### src/rtl/pma_tx_scheduler.sv
// Slot scheduler in front of the PMA TX serializer: buffers PCS words in a small
// FIFO and launches one word (data, IDLE or SKP) every DATA_WIDTH bit-clock cycles.
module pma_tx_scheduler #(
  parameter int unsigned           DATA_WIDTH   = 10,
  parameter int unsigned           FIFO_DEPTH   = 4,
  parameter int unsigned           SKP_INTERVAL = 16,
  parameter int unsigned           SKP_LEN      = 2,
  parameter logic [DATA_WIDTH-1:0] IDLE_SYMBOL  = 10'h283,
  parameter logic [DATA_WIDTH-1:0] SKP_SYMBOL   = 10'h2A3
) (
  input  logic                          Bit_Rate_Clk,
  input  logic                          Rst_n,
  input  logic                          Enable,
  input  logic [DATA_WIDTH-1:0]         Word_in,
  input  logic                          Word_Valid,
  output logic                          Word_Ready,
  output logic [DATA_WIDTH-1:0]         Ser_Data,
  output logic                          Ser_Data_En,
  output logic                          Word_Strobe,
  output logic                          Skp_Active,
  output logic [$clog2(FIFO_DEPTH):0]   Fifo_Count
);

  localparam int unsigned CW = (DATA_WIDTH > 1) ? $clog2(DATA_WIDTH) : 1;
  localparam int unsigned PW = $clog2(FIFO_DEPTH);
  localparam int unsigned NW = PW + 1;
  localparam int unsigned IW = (SKP_INTERVAL > 0) ? $clog2(SKP_INTERVAL + 1) : 1;
  localparam int unsigned RW = $clog2(SKP_LEN) + 1;

  localparam logic [CW-1:0] LAST_CNT   = CW'(DATA_WIDTH - 1);
  localparam logic [NW-1:0] DEPTH_C    = NW'(FIFO_DEPTH);
  localparam logic [IW-1:0] INT_MAX    = IW'(SKP_INTERVAL);
  localparam logic [RW-1:0] BURST_REST = RW'(SKP_LEN - 1);
  localparam bit            SKP_EN     = (SKP_INTERVAL != 0);

  typedef enum logic {ST_OFF, ST_RUN} state_e;

  state_e                state_q, state_d;
  logic [CW-1:0]         cnt_q, cnt_d;
  logic [IW-1:0]         int_q, int_d;
  logic [RW-1:0]         rem_q, rem_d;
  logic [DATA_WIDTH-1:0] data_q, data_d;
  logic                  en_q, en_d;
  logic                  strobe_q, strobe_d;
  logic                  skp_q, skp_d;

  logic [DATA_WIDTH-1:0] mem_q [FIFO_DEPTH];
  logic [PW-1:0]         wr_ptr_q, rd_ptr_q;
  logic [NW-1:0]         count_q, count_d;
  logic                  push, pop;
  logic                  boundary, launch;

  assign Word_Ready  = (count_q < DEPTH_C);
  assign push        = Word_Valid && Word_Ready;
  assign Ser_Data    = data_q;
  assign Ser_Data_En = en_q;
  assign Word_Strobe = strobe_q;
  assign Skp_Active  = skp_q;
  assign Fifo_Count  = count_q;

  // NOTE: every always_comb target gets a default first so no path leaves it unassigned (no latch).
  always_comb begin
    state_d  = state_q;
    cnt_d    = cnt_q;
    int_d    = int_q;
    rem_d    = rem_q;
    data_d   = data_q;
    en_d     = en_q;
    skp_d    = skp_q;
    strobe_d = 1'b0;
    pop      = 1'b0;
    boundary = (state_q == ST_OFF) ? Enable : (cnt_q == LAST_CNT);
    // An unfinished SKP burst keeps the link running even after Enable drops.
    launch   = boundary && (Enable || (rem_q != '0));

    if (launch) begin
      state_d  = ST_RUN;
      cnt_d    = '0;
      en_d     = 1'b1;
      strobe_d = 1'b1;
      if (rem_q != '0) begin
        rem_d  = rem_q - RW'(1);
        data_d = SKP_SYMBOL;
        skp_d  = 1'b1;
      end else if (SKP_EN && (int_q == INT_MAX)) begin
        rem_d  = BURST_REST;
        int_d  = '0;
        data_d = SKP_SYMBOL;
        skp_d  = 1'b1;
      end else begin
        skp_d = 1'b0;
        if (SKP_EN) int_d = int_q + IW'(1);
        if (count_q != '0) begin
          pop    = 1'b1;
          data_d = mem_q[rd_ptr_q];
        end else begin
          data_d = IDLE_SYMBOL;
        end
      end
    end else if (boundary) begin
      state_d = ST_OFF;
      cnt_d   = '0;
      en_d    = 1'b0;
      data_d  = '0;
      skp_d   = 1'b0;
    end else if (state_q == ST_RUN) begin
      cnt_d = cnt_q + CW'(1);
    end
  end

  always_comb begin
    unique case ({push, pop})
      2'b10:   count_d = count_q + NW'(1);
      2'b01:   count_d = count_q - NW'(1);
      default: count_d = count_q;
    endcase
  end

  // NOTE: sequential state uses non-blocking assignments so all flops update from pre-edge values.
  always_ff @(posedge Bit_Rate_Clk or negedge Rst_n) begin
    if (!Rst_n) begin
      state_q  <= ST_OFF;
      cnt_q    <= '0;
      int_q    <= '0;
      rem_q    <= '0;
      data_q   <= '0;
      en_q     <= 1'b0;
      strobe_q <= 1'b0;
      skp_q    <= 1'b0;
      wr_ptr_q <= '0;
      rd_ptr_q <= '0;
      count_q  <= '0;
    end else begin
      state_q  <= state_d;
      cnt_q    <= cnt_d;
      int_q    <= int_d;
      rem_q    <= rem_d;
      data_q   <= data_d;
      en_q     <= en_d;
      strobe_q <= strobe_d;
      skp_q    <= skp_d;
      count_q  <= count_d;
      if (push) wr_ptr_q <= wr_ptr_q + PW'(1);
      if (pop)  rd_ptr_q <= rd_ptr_q + PW'(1);
    end
  end

  // NOTE: storage array is not reset; emptiness is tracked by the reset pointers and count.
  always_ff @(posedge Bit_Rate_Clk) begin
    if (push) mem_q[wr_ptr_q] <= Word_in;
  end

endmodule

### config.mk
export PLATFORM = sky130hd
export DESIGN_NAME = pma_tx_scheduler
export DESIGN_NICKNAME = d
export VERILOG_FILES = /design/src/rtl/pma_tx_scheduler.sv
export SDC_FILE = /design/constraint.sdc
export NUM_CORES = 1
export LEC_CHECK = 0
export BUFFER_PORTS_ARGS = -buffer_cell sky130_fd_sc_hd__buf_2
export CELL_PAD_IN_SITES_DETAIL_PLACEMENT = 0
export CELL_PAD_IN_SITES_GLOBAL_PLACEMENT = 1
export CORE_ASPECT_RATIO = 2
export CORE_MARGIN = 2
export CORE_UTILIZATION = 44
export CTS_CLUSTER_SIZE = 25
export DETAILED_ROUTE_END_ITERATION = 12
export GPL_TIMING_DRIVEN = 0
export PLACE_DENSITY_LB_ADDON = 0.1
export SYNTH_ARGS = -nofsm -noshare
export SYNTH_HDL_FRONTEND = slang
export SYNTH_SLANG_ARGS = --single-unit
### constraint.sdc
create_clock -name Bit_Rate_Clk -period 2.3 [get_ports Bit_Rate_Clk]
set_input_delay 0 -clock Bit_Rate_Clk [delete_from_list [all_inputs] [get_ports Bit_Rate_Clk]]
set_output_delay 0 -clock Bit_Rate_Clk [all_outputs]
set_load 0.05 [all_outputs]
==> key figures <==
CTS
  • Clock latency on the worst-skew pair: between 300 and 400 ps
  • CTS Root Cell: clkbuf_16
  • Clk sink count: between 70 and 80
  • # H-tree levels: 3
  • TritonCTS Buffers: 9
  • Clock transition at the registers of the reported paths: 60 ps
  • Clk buf depth: 2
  • CTS tree: yes

Pwr
  • Leak: 0.00156 µW
  • Pwr dens: about 1300 mW/mm²
  • Tot Pwr: 5090 µW
  • VDD IR-drop max: 0.000671 V

Yosys
  • Synthesized area per cell: 14.7 µm²
  • Net Count, Synth: between 200 and 250
  • Yosys top cell area share: 0.398
  • Post-synth EDFFs: 40
  • YS warnings: 0
  • Post-synth ARST share: 0.437
  • Most common cell in the netlist: edfxtp_1
  • Post-synth top flop: edfxtp_1
  • Commonest cells post-synth: 40 x edfxtp_1, 31 x dfrtp_1, 18 x nand2_1
  • Dominant cells by area after synthesis: edfxtp_1 40%, dfrtp_1 26%, mux4_2 7.5%, ha_1 3.7%, o21ai_0 2.5%
  • Post-synthesis register bit count: 71
  • Mapped Cells: 205
  • Sequential share of the synthesized area: 0.655
  • Synth unique cells: 44
  • Synthesized cell area: 0.00302 mm²
  • Cell accounting for the most synthesized area: edfxtp_1

Min path
  • Hold Path Stages: 2
  • Hold crit path type: in2reg
  • Hold Path Sink: cnt_q[1]
  • HP Start: Enable

Drt
  • Starting DRC count in detailed routing: 66
  • Routed vias: 1785
  • First-pass iteration count of the detailed router: 4
  • Vias/cell: 4.97
  • Routed WL: 5420 µm
  • Wire per inst: 15.1 µm
  • # DRC: 0
  • Antenna viol nets, final: 0

Placed design
  • Placed cell count: 323
  • Port Buffer Count: 30
  • DP Area: 0.00329 mm²
  • Gpl congestion: roughly 0.67
  • Pre-CTS setup slack: -261 ps
  • Post-DP HPWL: about 3700 µm

STA
  • Pins Over Slew Limit: 0
  • Final setup vio count: 0
  • Final worst slack: 169 ps
  • Hold_ws: 30.2 ps
  • Final min period: 2130 ps
  • Clock skew: 5.69 ps
  • Worst-margin pin slew: 717 ps
  • Final worst-path cycle share: 0.927
  • Max_slew headroom: 0.522
  • Final Hold Viols: 0
  • Fmax: 469 MHz

Final layout
  • Final Net Count: 290
  • Layout cell share with drive strength beyond 1: 0.306
  • Final instance area: around 0.0038 mm²
  • Syn-to-layout area delta: 25.9%
  • N_diodes: 0
  • Finished Layout Cells: 359

Worst setup path
  • Nature of the critical path startpoint: register
  • Critical-path maximum fanout: 4
  • R2R cell count: 11
  • Req. time, crit path: 2540 ps
  • CP Capture Type: register
  • Critical path type: reg2reg
  • Reg-to-Reg End: Fifo_Count[2]
  • Worst EP arrival: 2380 ps
  • Critical R2R Launch: cnt_q[0]
  • Reg2Reg Setup Slack: 170 ps

Floorplanning
  • DIE WIDTH: 62.6 µm
  • Core footprint: 0.00662 mm²
  • IO Count: 31
  • Die area: about 0.0076 mm²
  • Chip height: 121 µm
  • Std cell rows: 42
  • Initial core utilization: 0.456

Global routing
  • First-pass GRT wire length: about 9200 µm
  • Pin count of the biggest net entering global routing: 32
  • All-Layer GR Usage: 0.166
  • Vias in the first global route: 1838
  • Initial antenna violation count: 0
  • Total gr overflow: 0

Job
  • Number of max-cap violations: 0

Outcome
  • Status: finished, final reports clean
==> per-layer routing <==
layer  wire length [µm]  GRT usage
met5                  0          0
met4                100     0.0903
met3                136     0.0362
met2               3090      0.296
met1               2100      0.181
==> where the power goes <==
| group | internal, µW | switching (µW) | total [µW] |
|---|---|---|---|
| combinational | 694 | 1140 | 1830 |
| sequential | 1680 | 191 | 1870 |
| clock | 853 | 532 | 1390 |
==> area by class of cell <==
| type | instances | area, µm² |
|---|---|---|
| flip-flops and latches | 71 | 1980 |
| clock inverters | 7 | 80.1 |
| plain buffers | 6 | 38.8 |
| well taps | 88 | 110 |
| fillers | 574 | 2820 |
| clock buffers | 9 | 225 |
| inverters | 15 | 56.3 |
| multi-input cells | 112 | 981 |
| repair buffers | 51 | 335 |
==> through the flow <==
| stage | utilization | setup TNS, ps |
|---|---|---|
| finish | 0.574 | 0 |
| floorplan | - | 0 |
| CTS | 0.567 | 0 |
| detailed placement | 0.497 | -295 |
| global route | 0.574 | -0.205 |
| global placement | 0.497 | -213 |
==> logic make-up (layout without fill, tap and decap cells) <==
logic type      after synthesis  after routing  synth area share
mux                          13             13            0.0891
flops                        71             71             0.655
xor+xnor                      8              8            0.0232
buf+inv                      22             88            0.0340
simple gates                 53             53            0.0940
fa+ha+maj                    10             10            0.0439
compound gates               28             28            0.0613
==> worst max-delay path by stage <==
| stage | slack, ps | end | cells after the start | startpoint |
|---|---|---|---|---|
| 2_1_floorplan | 7 | Fifo_Count[2] | 13 | cnt_q[1] |
| 3_3_place_gp | -200 | Fifo_Count[2] | 11 | int_q[0] |
| 3_5_place_dp | -260 | Fifo_Count[2] | 11 | int_q[0] |
| 4_1_cts | 30 | Fifo_Count[2] | 11 | int_q[1] |
| 5_1_grt | -0.2 | Fifo_Count[2] | 11 | int_q[0] |
| 6_report | 170 | Fifo_Count[2] | 11 | cnt_q[0] |
==> registers in the layout, indices dropped and copies added, names as in the netlist <==
signal	cells
wr_ptr_q	2
Skp_Active	1
Ser_Data_En	1
Ser_Data	10
rem_q	2
Word_Strobe	1
rd_ptr_q	2
cnt_q	4
int_q	5
Fifo_Count	3
mem_q	40
==> worst max-delay path: stages (launching register included) <==
cell     delay [ps]
dfrtp_1         430
ha_4            160
and3b_1         170
buf_6           120
mux2i_4          80
nor2_4          150
ha_4            150
inv_1            40
fa_2            330
xor2_1          150
nor2_1          130
xnor2_1         140
==> repair_timing <==
item / 4_1_cts / 5_1_grt
hold buffers: 11 / 0
hold endpoints to repair: 71 / 0
setup buffers: 6 / 4
resized for setup: 2 / 6
pin swaps: 3 / 5
endpoints found under the setup margin: 2 / 1
==> cells in the final DEF, fill, tap and decap left out, types with 2 or more instances in the layout <==
cell,instances
clkbuf_1,2
edfxtp_1,40
nor2_1,7
dlygate4sd3_1,11
inv_1,13
ha_1,6
o31ai_1,2
dfrtp_1,31
inv_2,2
nand3_1,3
inv_6,2
clkbuf_16,9
a21oi_1,4
nand2b_1,6
and2_1,4
buf_2,31
o21ai_0,15
xor2_1,4
nand2_1,18
buf_4,12
mux4_2,10
xnor2_1,4
ha_4,2
(Power assumes the default switching activity.)
